`config.mk`:
```
export PLATFORM = sky130hd
export DESIGN_NAME = pipe_front_regs
export DESIGN_NICKNAME = d
export VERILOG_FILES = /design/src/rtl/pipe_pkg.sv /design/src/rtl/pipe_reg.sv /design/src/rtl/pipe_front_regs.sv
export SDC_FILE = /design/constraint.sdc
export NUM_CORES = 1
export LEC_CHECK = 0
export CORE_AREA = 4 4 196 198
export DETAILED_ROUTE_END_ITERATION = 10
export DIE_AREA = 0 0 200 202
export MAX_ROUTING_LAYER = met4
export PLACE_DENSITY = 0.64
export SLEW_MARGIN = 0
export SYNTH_ARGS = -nofsm -noshare
export SYNTH_HDL_FRONTEND = slang
export SYNTH_HIERARCHICAL = 1
export SYNTH_SLANG_ARGS = --single-unit
```
`constraint.sdc`:
```
create_clock -name clk -period 0.8 [get_ports clk]
set_input_delay 0.08 -clock clk [delete_from_list [all_inputs] [get_ports clk]]
set_output_delay 0.08 -clock clk [all_outputs]
set_load 0.02 [all_outputs]
```
`src/rtl/pipe_pkg.sv`:
```
// pipe_pkg: decode control bundle and nop constants shared by the front-end pipeline registers
package pipe_pkg;
    typedef struct packed {
        logic       RegWrite;
        logic       MemtoReg;
        logic       MemWrite;
        logic [2:0] ALUControl;
        logic       ALUSrc;
        logic       RegDst;
    } ctrl_t;
    localparam ctrl_t       CTRL_NOP  = '0;
    localparam logic [31:0] INSTR_NOP = 32'h0000_0000;
endpackage

```
`src/rtl/pipe_reg.sv`:
```
// pipe_reg: W-bit register, async active-low reset to RST, hold when en=0, sync clear (to 0) when en=1 and clr=1
//   clk, reset (active-low, async), en, clr, d[W-1:0] -> q[W-1:0]
module pipe_reg #(
    parameter int             W   = 32,
    parameter logic [W-1:0]   RST = '0
) (
    input  logic         clk,
    input  logic         reset,
    input  logic         en,
    input  logic         clr,
    input  logic [W-1:0] d,
    output logic [W-1:0] q
);
    always_ff @(posedge clk or negedge reset)
        if (!reset) q <= RST;
        else if (en) q <= clr ? '0 : d;
endmodule

```
`src/rtl/pipe_front_regs.sv`:
```
// pipe_front_regs: PC, IF/ID and ID/EX pipeline registers with stall/flush/redirect handling
//   in : clk, reset (active-low, async), PCNextF, InstrF, PCPlus4F, StallF, StallD, FlushE,
//        RedirectD, CtrlD, RD1D, RD2D, SignImmD, rsD, rtD, rdD
//   out: PCF, InstrD, PCPlus4D, ValidD, CtrlE, RD1E, RD2E, SignImmE, rsE, rtE, rdE, ValidE,
//        StallCnt, FlushCnt (live only when PIPE_PERF_EN is defined, else constant 0)
module pipe_front_regs
    import pipe_pkg::*;
#(
    parameter logic [31:0] RESET_PC = 32'h0000_0000,
    parameter int          CNT_W    = 32
) (
    input  logic             clk,
    input  logic             reset,
    input  logic [31:0]      PCNextF,
    input  logic [31:0]      InstrF,
    input  logic [31:0]      PCPlus4F,
    input  logic             StallF,
    input  logic             StallD,
    input  logic             FlushE,
    input  logic             RedirectD,
    input  ctrl_t            CtrlD,
    input  logic [31:0]      RD1D,
    input  logic [31:0]      RD2D,
    input  logic [31:0]      SignImmD,
    input  logic [4:0]       rsD,
    input  logic [4:0]       rtD,
    input  logic [4:0]       rdD,
    output logic [31:0]      PCF,
    output logic [31:0]      InstrD,
    output logic [31:0]      PCPlus4D,
    output logic             ValidD,
    output ctrl_t            CtrlE,
    output logic [31:0]      RD1E,
    output logic [31:0]      RD2E,
    output logic [31:0]      SignImmE,
    output logic [4:0]       rsE,
    output logic [4:0]       rtE,
    output logic [4:0]       rdE,
    output logic             ValidE,
    output logic [CNT_W-1:0] StallCnt,
    output logic [CNT_W-1:0] FlushCnt
);
    localparam int FD_W = 32 + 32 + 1;
    localparam int DE_W = $bits(ctrl_t) + 3 * 32 + 3 * 5 + 1;

    logic [FD_W-1:0] fd_q;
    logic [DE_W-1:0] de_q;

    pipe_reg #(.W(32), .RST(RESET_PC)) u_pc (
        .clk(clk), .reset(reset), .en(!StallF), .clr(1'b0), .d(PCNextF), .q(PCF)
    );

    // redirect clears to INSTR_NOP (all zero) with ValidD=0; stall has priority via en
    pipe_reg #(.W(FD_W)) u_fd (
        .clk(clk), .reset(reset), .en(!StallD), .clr(RedirectD),
        .d({InstrF, PCPlus4F, 1'b1}), .q(fd_q)
    );
    assign {InstrD, PCPlus4D, ValidD} = fd_q;

    // ID/EX never stalls; a flush zeroes CtrlE (CTRL_NOP) and ValidE
    pipe_reg #(.W(DE_W)) u_de (
        .clk(clk), .reset(reset), .en(1'b1), .clr(FlushE),
        .d({CtrlD, RD1D, RD2D, SignImmD, rsD, rtD, rdD, ValidD}), .q(de_q)
    );
    assign {CtrlE, RD1E, RD2E, SignImmE, rsE, rtE, rdE, ValidE} = de_q;

`ifdef PIPE_PERF_EN
    always_ff @(posedge clk or negedge reset)
        if (!reset) begin
            StallCnt <= '0;
            FlushCnt <= '0;
        end else begin
            if (StallD && !(&StallCnt)) StallCnt <= StallCnt + CNT_W'(1);
            if (RedirectD && !StallD && !(&FlushCnt)) FlushCnt <= FlushCnt + CNT_W'(1);
        end
`else
    assign StallCnt = '0;
    assign FlushCnt = '0;
`endif
endmodule

```
Yosys cells after proc, flatten, opt, wreduce, memory -nomap -nowiden
Index checks and enable logic that the tools add are counted.

cells by class
  multiplexer cells = 2

operators by type and width
  operator   number
  $mux W120  1
  $mux W65   1

storage, ports and cells
  bits in registers = 217
  input bits = 221
  output and inout bits = 281
  word-level logic and storage cells = 5

Depth between registers and ports, before layout
Gate-level depths: netlist (run 1).

  depth in word-level cells = 1
  gate-level depth with buffers = 5

Cells and area by module
The synthesis (run 1) kept the hierarchy.

by module, submodules not included
  module           instances  cells each  area each (um^2)  seq. area each (um^2)
  pipe_reg (u_de)  1          519         5221.3            3002.9
  pipe_reg (u_fd)  1          281         2815.2            1626.6
  pipe_reg (u_pc)  1          138         1407.6            800.8
  pipe_front_regs  1          68          495.5             0.0

Worst setup path after synthesis (run 1)
Ideal clock, no wire load.

  path type = register to register
  from = reg u_fd.q[0]
  to = reg u_de.q[0]
  setup time = 0.126 ns
  arrival time = 0.607 ns
  required time = 0.674 ns
  path slack = 0.067 ns
  stages on the path, launching flop included = 3
  path buffers = 0
  period minus slack after synthesis = 0.733 ns
  path through = dfrtp_1 nand3b_1 o21ai_0

between the ends
  word-level cells in the longest chain between the ends = 1

RTL lines
  what                    RTL line        source
  start, declared         pipe_reg.sv:12  output logic [W-1:0] q
  start signal, assigned  pipe_reg.sv:16  else if (en) q <= clr ? '0 : d;
  $mux W120               pipe_reg.sv:16
  end signal, assigned    pipe_reg.sv:16
  end, declared           pipe_reg.sv:12

Every way passes these cells.
A chain may end at the register's enable or synchronous reset.

Worst setup path in the final report (run 1)
  from = reg u_fd.q[35]
  to = out InstrD[2]

RTL lines
  what           RTL line               source
  end, declared  pipe_front_regs.sv:29  output logic [31:0] InstrD,

No word-level cell between the ends.

==> flow_metrics.tcl, run 1 <==
set metrics [dict create \
    net-switching-power_uw 8480 \
    synth.largest_area_cell "dfrtp_1" \
    slowest_stage "dfrtp_1" \
    cts.sinks 217 \
    outcome "complete, but fails checks" \
    vias_per_cell 4.26 \
    area_growth_pct 64.1 \
    synth_top_area_share_pct 54.6 \
    grt_max_degree 101 \
    dp_hpwl_um 22900 \
    die_w_um 200 \
    ys_seq_area_share_pct 54.6 \
    ir_drop_mv 1.15 \
    drive_gt1_share_pct 24.3 \
    cp_top_family "flip-flops" \
    grt_pass1_vias 8745 \
    worstPathArrival_ns 1.09 \
    drv_cap 0 \
    grt_pass1_wl_um 48300 \
    synth-seq-cells 217 \
    multiInputGateArea_um2 3000 \
    rows 70 \
    yosys_warnings 6 \
    comb_power_share_pct 22.9 \
    drtIter0Drc 300 \
    cts_max_path_buffers 3 \
    die_y_um 202 \
    finalSetupViolations 220 \
    synth_common_cells "inv_1, dfrtp_1, nand3b_1, o21ai_0, o21ai_1" \
    dp.cells 1901 \
    yosysMostFrequentCell "inv_1" \
    routedWlPerCell_um 16.1 \
    avgSynthCellArea_um2 9.88 \
    r2r_start "u_fd/q[56]" \
    start_kind "flop" \
    vias 8557 \
    cts_root_buf "clkbuf_16" \
    synth_top_family_by_area "buffers and inverters" \
    grt_overflow_total 0 \
    fin_skew_ns 0.0000208 \
    clk_latency_ns 0.50 \
    p_int_uw 22300 \
    finalHoldViolCount 0 \
    async_flop_share_pct 100 \
    drtPass1Iterations 5 \
    yosys.area_share.simple_pct 16.4 \
    pwr-share-clk_pct 36.4 \
    die-area_um2 40400 \
    cts_tree "built" \
    cts_made_buffers 25 \
    final.min_clock_period_ns 1.17 \
    synth_fa_ha_area_share_pct 0 \
    grt_use_total_pct 15.1 \
    ios 502 \
    fin_ws_ns -0.366 \
    synth_xor_area_share_pct 0 \
    ys_types 10 \
    critPathKind "reg -> out" \
    drt_wl_total_um 32300 \
    antennaDiodeCount 0 \
    crit_chain "buf_6" \
    violations "negative setup slack" \
    seqCellArea_um2 5430 \
    instances_no_fill 2011 \
    nNetsFinal 1749 \
    slew_viol_final 0 \
    antenna_found_initial 0 \
    io_buffer_count 437 \
    muxShareOfSynthArea_pct 0 \
    synth_compound_area_share_pct 10.9 \
    swShare_pct 27.6 \
    num-fill-cells 3464 \
    core_um2 36500 \
    crit_path_end_kind "output pin" \
    start_util_pct 27.2 \
    dp_slack_ns -0.511 \
    fmax_ghz 0.858 \
    synth_edf_count 0 \
    ctsHtreeMaxLevel 1 \
    hp-class "in -> async" \
    ys_top_cells_by_area "dfrtp_1, nand3b_1, inv_1, o21ai_0, buf_4" \
    drc 0 \
    clk_pin_slew_ns 0.06 \
    r2r_slack_ns -0.07 \
    ant_nets 0 \
    crit_path_max_fanout 2 \
    syn_area_um2 9940 \
    crit_start "u_fd/q[35]" \
    finalWeightedCongestion 0.797 \
    fin_crit_sh_pct 146 \
    cp.required_ns 0.72 \
    rsz0062_at_grt "true" \
    p_seq_share_pct 40.8 \
    synthCells 1006 \
    p_leak_uw 0.00752 \
    path_buf_inv 1 \
    synth_flop_cell "dfrtp_1" \
    cp_slowest_stage_delay_ns 0.42 \
    power_density_nw_per_um2 1880 \
]
## metrics by stage
| step | setup TNS (ns) | power [uW] | utilization, % | area [um^2] | hold WS, ns |
|---|---|---|---|---|---|
| floorplan | 0 | 15500 | - | 10200 | -0.216 |
| global placement | -87.74 | 18900 | 40.2 | 14700 | -0.0263 |
| detailed placement | -89.99 | 18900 | 40.2 | 14700 | -0.0226 |
| CTS | -77.03 | 30800 | 43.8 | 16000 | 0.0290 |
| global route | -78.68 | 32100 | 44.7 | 16300 | 0.0551 |
| finish | -69.18 | 30700 | 44.7 | 16300 | 0.0630 |
## layout make-up
cell class,count,area share (%)
timing repair buffer,555,34.8
sequential,217,33.3
multi-input combinational,510,18.4
inverter,219,5.05
clock buffer,37,4.36
tap,468,3.59
clock inverter,5,0.483
## placed cells by master (no fill, tap or decap), drive strengths merged
cell,n
bufinv,2
dfrtp,217
dlygate4sd3,1
clkdlybuf4s50,218
nand3b,217
o21ai,217
buf,336
clkinv,4
conb,76
inv,218
clkbuf,37
## state kept, by name, indices dropped and copies added (netlist names)
register	cells
u_fd/q	65
u_de/q	120
u_pc/q	32
## power by group through the flow
| stage | combinational, uW | clock (uW) | sequential, uW |
|---|---|---|---|
| finish | 7030 | 11200 | 12500 |
| CTS | 6760 | 11600 | 12500 |
| floorplan | 1910 | 0 | 13600 |
| global route | 7560 | 11900 | 12600 |
| global placement | 6340 | 0 | 12500 |
| detailed placement | 6390 | 0 | 12500 |
## per-layer routing
metal | vias up | GRT usage (%) | wire length (um)
met4 | 0 | 3.32 | 693
met1 | 4059 | 18.5 | 13300
li1 | 4099 | - | -
met3 | 47 | 4.33 | 2950
met5 | - | - | 0
met2 | 352 | 24.8 | 15300
## cell families after synthesis
group	after synthesis
AO/OA/AOI/OAI	217
buffers and inverters	353
AND/OR/NAND/NOR	217
other	2
flip-flops	217
## what timing repair did
action                      CTS  global route
pin swaps                     0             0
buffers inserted             30            37
gates resized for setup    1274            15
setup endpoints to repair   217           228
hold buffers                  1             0
hold endpoints to repair    217             0
## path summary, 6_finish.rpt
check                        endpoint  cells after the start
min in group clk           u_de/q[91]                      3
setup / recovery            InstrD[2]                      1
setup reg to reg           u_fd/q[56]                      4
max in group asynchronous   u_fd/q[6]                      3
hold / removal             u_de/q[34]                      2
hold reg to reg             u_pc/q[7]                      2
Note: power is estimated with default switching activity, not from simulation.
==> inputs of run 2 (changes only) <==
--- a/config.mk
+++ b/config.mk
@@ -5,11 +5,13 @@
 export SDC_FILE = /design/constraint.sdc
 export NUM_CORES = 1
 export LEC_CHECK = 0
-export CORE_AREA = 4 4 196 198
+export CELL_PAD_IN_SITES_DETAIL_PLACEMENT = 0
+export CELL_PAD_IN_SITES_GLOBAL_PLACEMENT = 1
+export CORE_MARGIN = 4
+export CORE_UTILIZATION = 26
 export DETAILED_ROUTE_END_ITERATION = 10
-export DIE_AREA = 0 0 200 202
 export MAX_ROUTING_LAYER = met4
-export PLACE_DENSITY = 0.64
+export PLACE_DENSITY = 0.8
 export SLEW_MARGIN = 0
 export SYNTH_ARGS = -nofsm -noshare
 export SYNTH_HDL_FRONTEND = slang
==> run 2 against run 1 <==
  * The run still ends with negative setup slack left
  * Non-clock buffer count up 25
  * Clock power about the same
  * Clock skew about the same
  * Highest routed layer unchanged
==> flow_metrics.tcl, run 2 (synthesis gave the netlist of run 1 again) <==
set metrics [dict create \
    critPathKind "reg -> out" \
    power_density_nw_per_um2 1870 \
    min_to "u_de/q[45]" \
    outcome "complete, but fails checks" \
    crit_path_max_fanout 2 \
    vias 8658 \
    cp_top_family "flip-flops" \
    totalPowerFinal_uw 31200 \
    cts_tree "built" \
    hp-class "in -> reg" \
    drv_cap 0 \
    slowest_stage "dfrtp_1" \
    cts_max_path_buffers 3 \
    grt_max_degree 101 \
    routedWlPerCell_um 15.9 \
    nNetsFinal 1774 \
    grt_pass1_vias 8814 \
    antennaDiodeCount 0 \
    min-delay-start "FlushE" \
    worstPathArrival_ns 1.10 \
    cp.required_ns 0.72 \
    start_util_pct 26.4 \
    die-area_um2 41400 \
    cts.sinks 217 \
    vias_per_cell 4.16 \
    r2r_end "u_fd/q[1]" \
    grt_pass1_wl_um 49400 \
    grt_use_total_pct 15.1 \
    path_buf_inv 1 \
    largest_registers "u_de/q x120, u_fd/q x65, u_pc/q x32" \
    p_leak_uw 0.00768 \
    io_buffer_count 437 \
    fin_ws_ns -0.377 \
    finalSetupViolations 223 \
    crit_chain "buf_6" \
    grt_overflow_total 0 \
    regMostFlops "u_de/q" \
    cp_slowest_stage_delay_ns 0.42 \
    clk_latency_ns 0.52 \
    drtPass1Iterations 4 \
    fmax_ghz 0.849 \
    fin_util_pct 44.2 \
    final.min_clock_period_ns 1.18 \
    finalHoldViolCount 0 \
    rows 71 \
    finalSetupTns_ns -71.85 \
    r2r_cells 4 \
    drc 0 \
    drtIter0Drc 287 \
    ir_drop_mv 0.966 \
    slew_viol_final 0 \
    fin_crit_sh_pct 147 \
    r2r_slack_ns -0.08 \
    final_cell_mix "buf_6, clkdlybuf4s50_1, nand3b_1, dfrtp_1, inv_1" \
    cts_root_buf "clkbuf_16" \
    violations "negative setup slack" \
    ios 502 \
    fin_skew_ns 0.0000245 \
    core_um2 37700 \
    crit_path_end_kind "output pin" \
    clk_pin_slew_ns 0.06 \
    r2r_start "u_fd/q[1]" \
    finalWeightedCongestion 0.772 \
    ant_nets 0 \
    rsz0062_at_grt "true" \
    ctsHtreeMaxLevel 1 \
    cts_made_buffers 25 \
    dp_hpwl_um 23200 \
    antenna_found_initial 1 \
    holdPathStages 4 \
    area_growth_pct 67.7 \
    die_y_um 204 \
    largest_reg_flops 120 \
    die_w_um 204 \
    drt_wl_total_um 33000 \
    drive_gt1_share_pct 26.2 \
    start_kind "flop" \
    layout_commonest_cell "buf_6" \
]
## run 2: worst max-delay path by stage
stage / from / endpoint / cells after the start
after floorplan: u_fd/q[0] / u_de/q[0] / 2
after global placement: StallD / u_fd/q[52] / 5
after detailed placement: StallD / u_fd/q[19] / 5
after CTS: u_fd/q[6] / PCPlus4D[5] / 1
after global routing: u_fd/q[1] / PCPlus4D[0] / 1
final: u_fd/q[25] / PCPlus4D[24] / 1
## run 2: area by class of cell
cell class | instances | area, um^2
repair buffers | 580 | 5930
fillers | 3598 | 21000
inverters | 219 | 823
multi-input cells | 510 | 3020
flip-flops and latches | 217 | 5430
clock inverters | 10 | 115
clock buffers | 34 | 709
well taps | 511 | 639
## run 2: metal layers
metal | vias to the layer above | share of wire (%) | track usage, % | wire (um)
met4 | 0 | 1.8 | 3.59 | 593
met5 | - | 0 | - | 0
met1 | 4103 | 42 | 18.8 | 13900
met2 | 362 | 47 | 24.4 | 15700
met3 | 37 | 8.7 | 4.33 | 2880
li1 | 4156 | - | - | -
## run 2: stage by stage
step	hold WS (ns)	worst slack, ns	area, um^2	instances
global route	0.0905	-0.424	16700	2081
CTS	0.0623	-0.424	16200	2028
floorplan	-0.216	0.0666	10200	1080
detailed placement	0.0266	-0.470	14800	1941
global placement	0.0305	-0.426	14800	1941
finish	0.0840	-0.377	16700	2081
## run 2: power by group
| group | switching, uW | leakage, uW | total, uW | internal [uW] |
|---|---|---|---|---|
| Combinational | 3420 | 0.00446 | 7260 | 3840 |
| Clock | 4600 | 0.000397 | 11400 | 6850 |
| Sequential | 677 | 0.00282 | 12500 | 11800 |
| Total | 8690 | 0.00768 | 31200 | 22500 |
## run 2: what timing repair did
action / 4_1_cts / 5_1_grt
endpoints found under the hold margin: 217 / 0
setup endpoints to repair: 217 / 226
pin swaps: 0 / 1
gates resized for setup: 1282 / 30
hold buffers: 1 / 0
setup buffers: 42 / 54
gates cloned: 0 / 0
==> inputs of run 3 (changes only) <==
--- a/config.mk
+++ b/config.mk
@@ -12,7 +12,7 @@
 export DETAILED_ROUTE_END_ITERATION = 10
 export MAX_ROUTING_LAYER = met4
 export PLACE_DENSITY = 0.8
-export SLEW_MARGIN = 0
+export SLEW_MARGIN = 40
 export SYNTH_ARGS = -nofsm -noshare
 export SYNTH_HDL_FRONTEND = slang
 export SYNTH_HIERARCHICAL = 1
==> results of run 3 <==
Same layout as run 2: the final DEF is identical, and so are final timing and power.
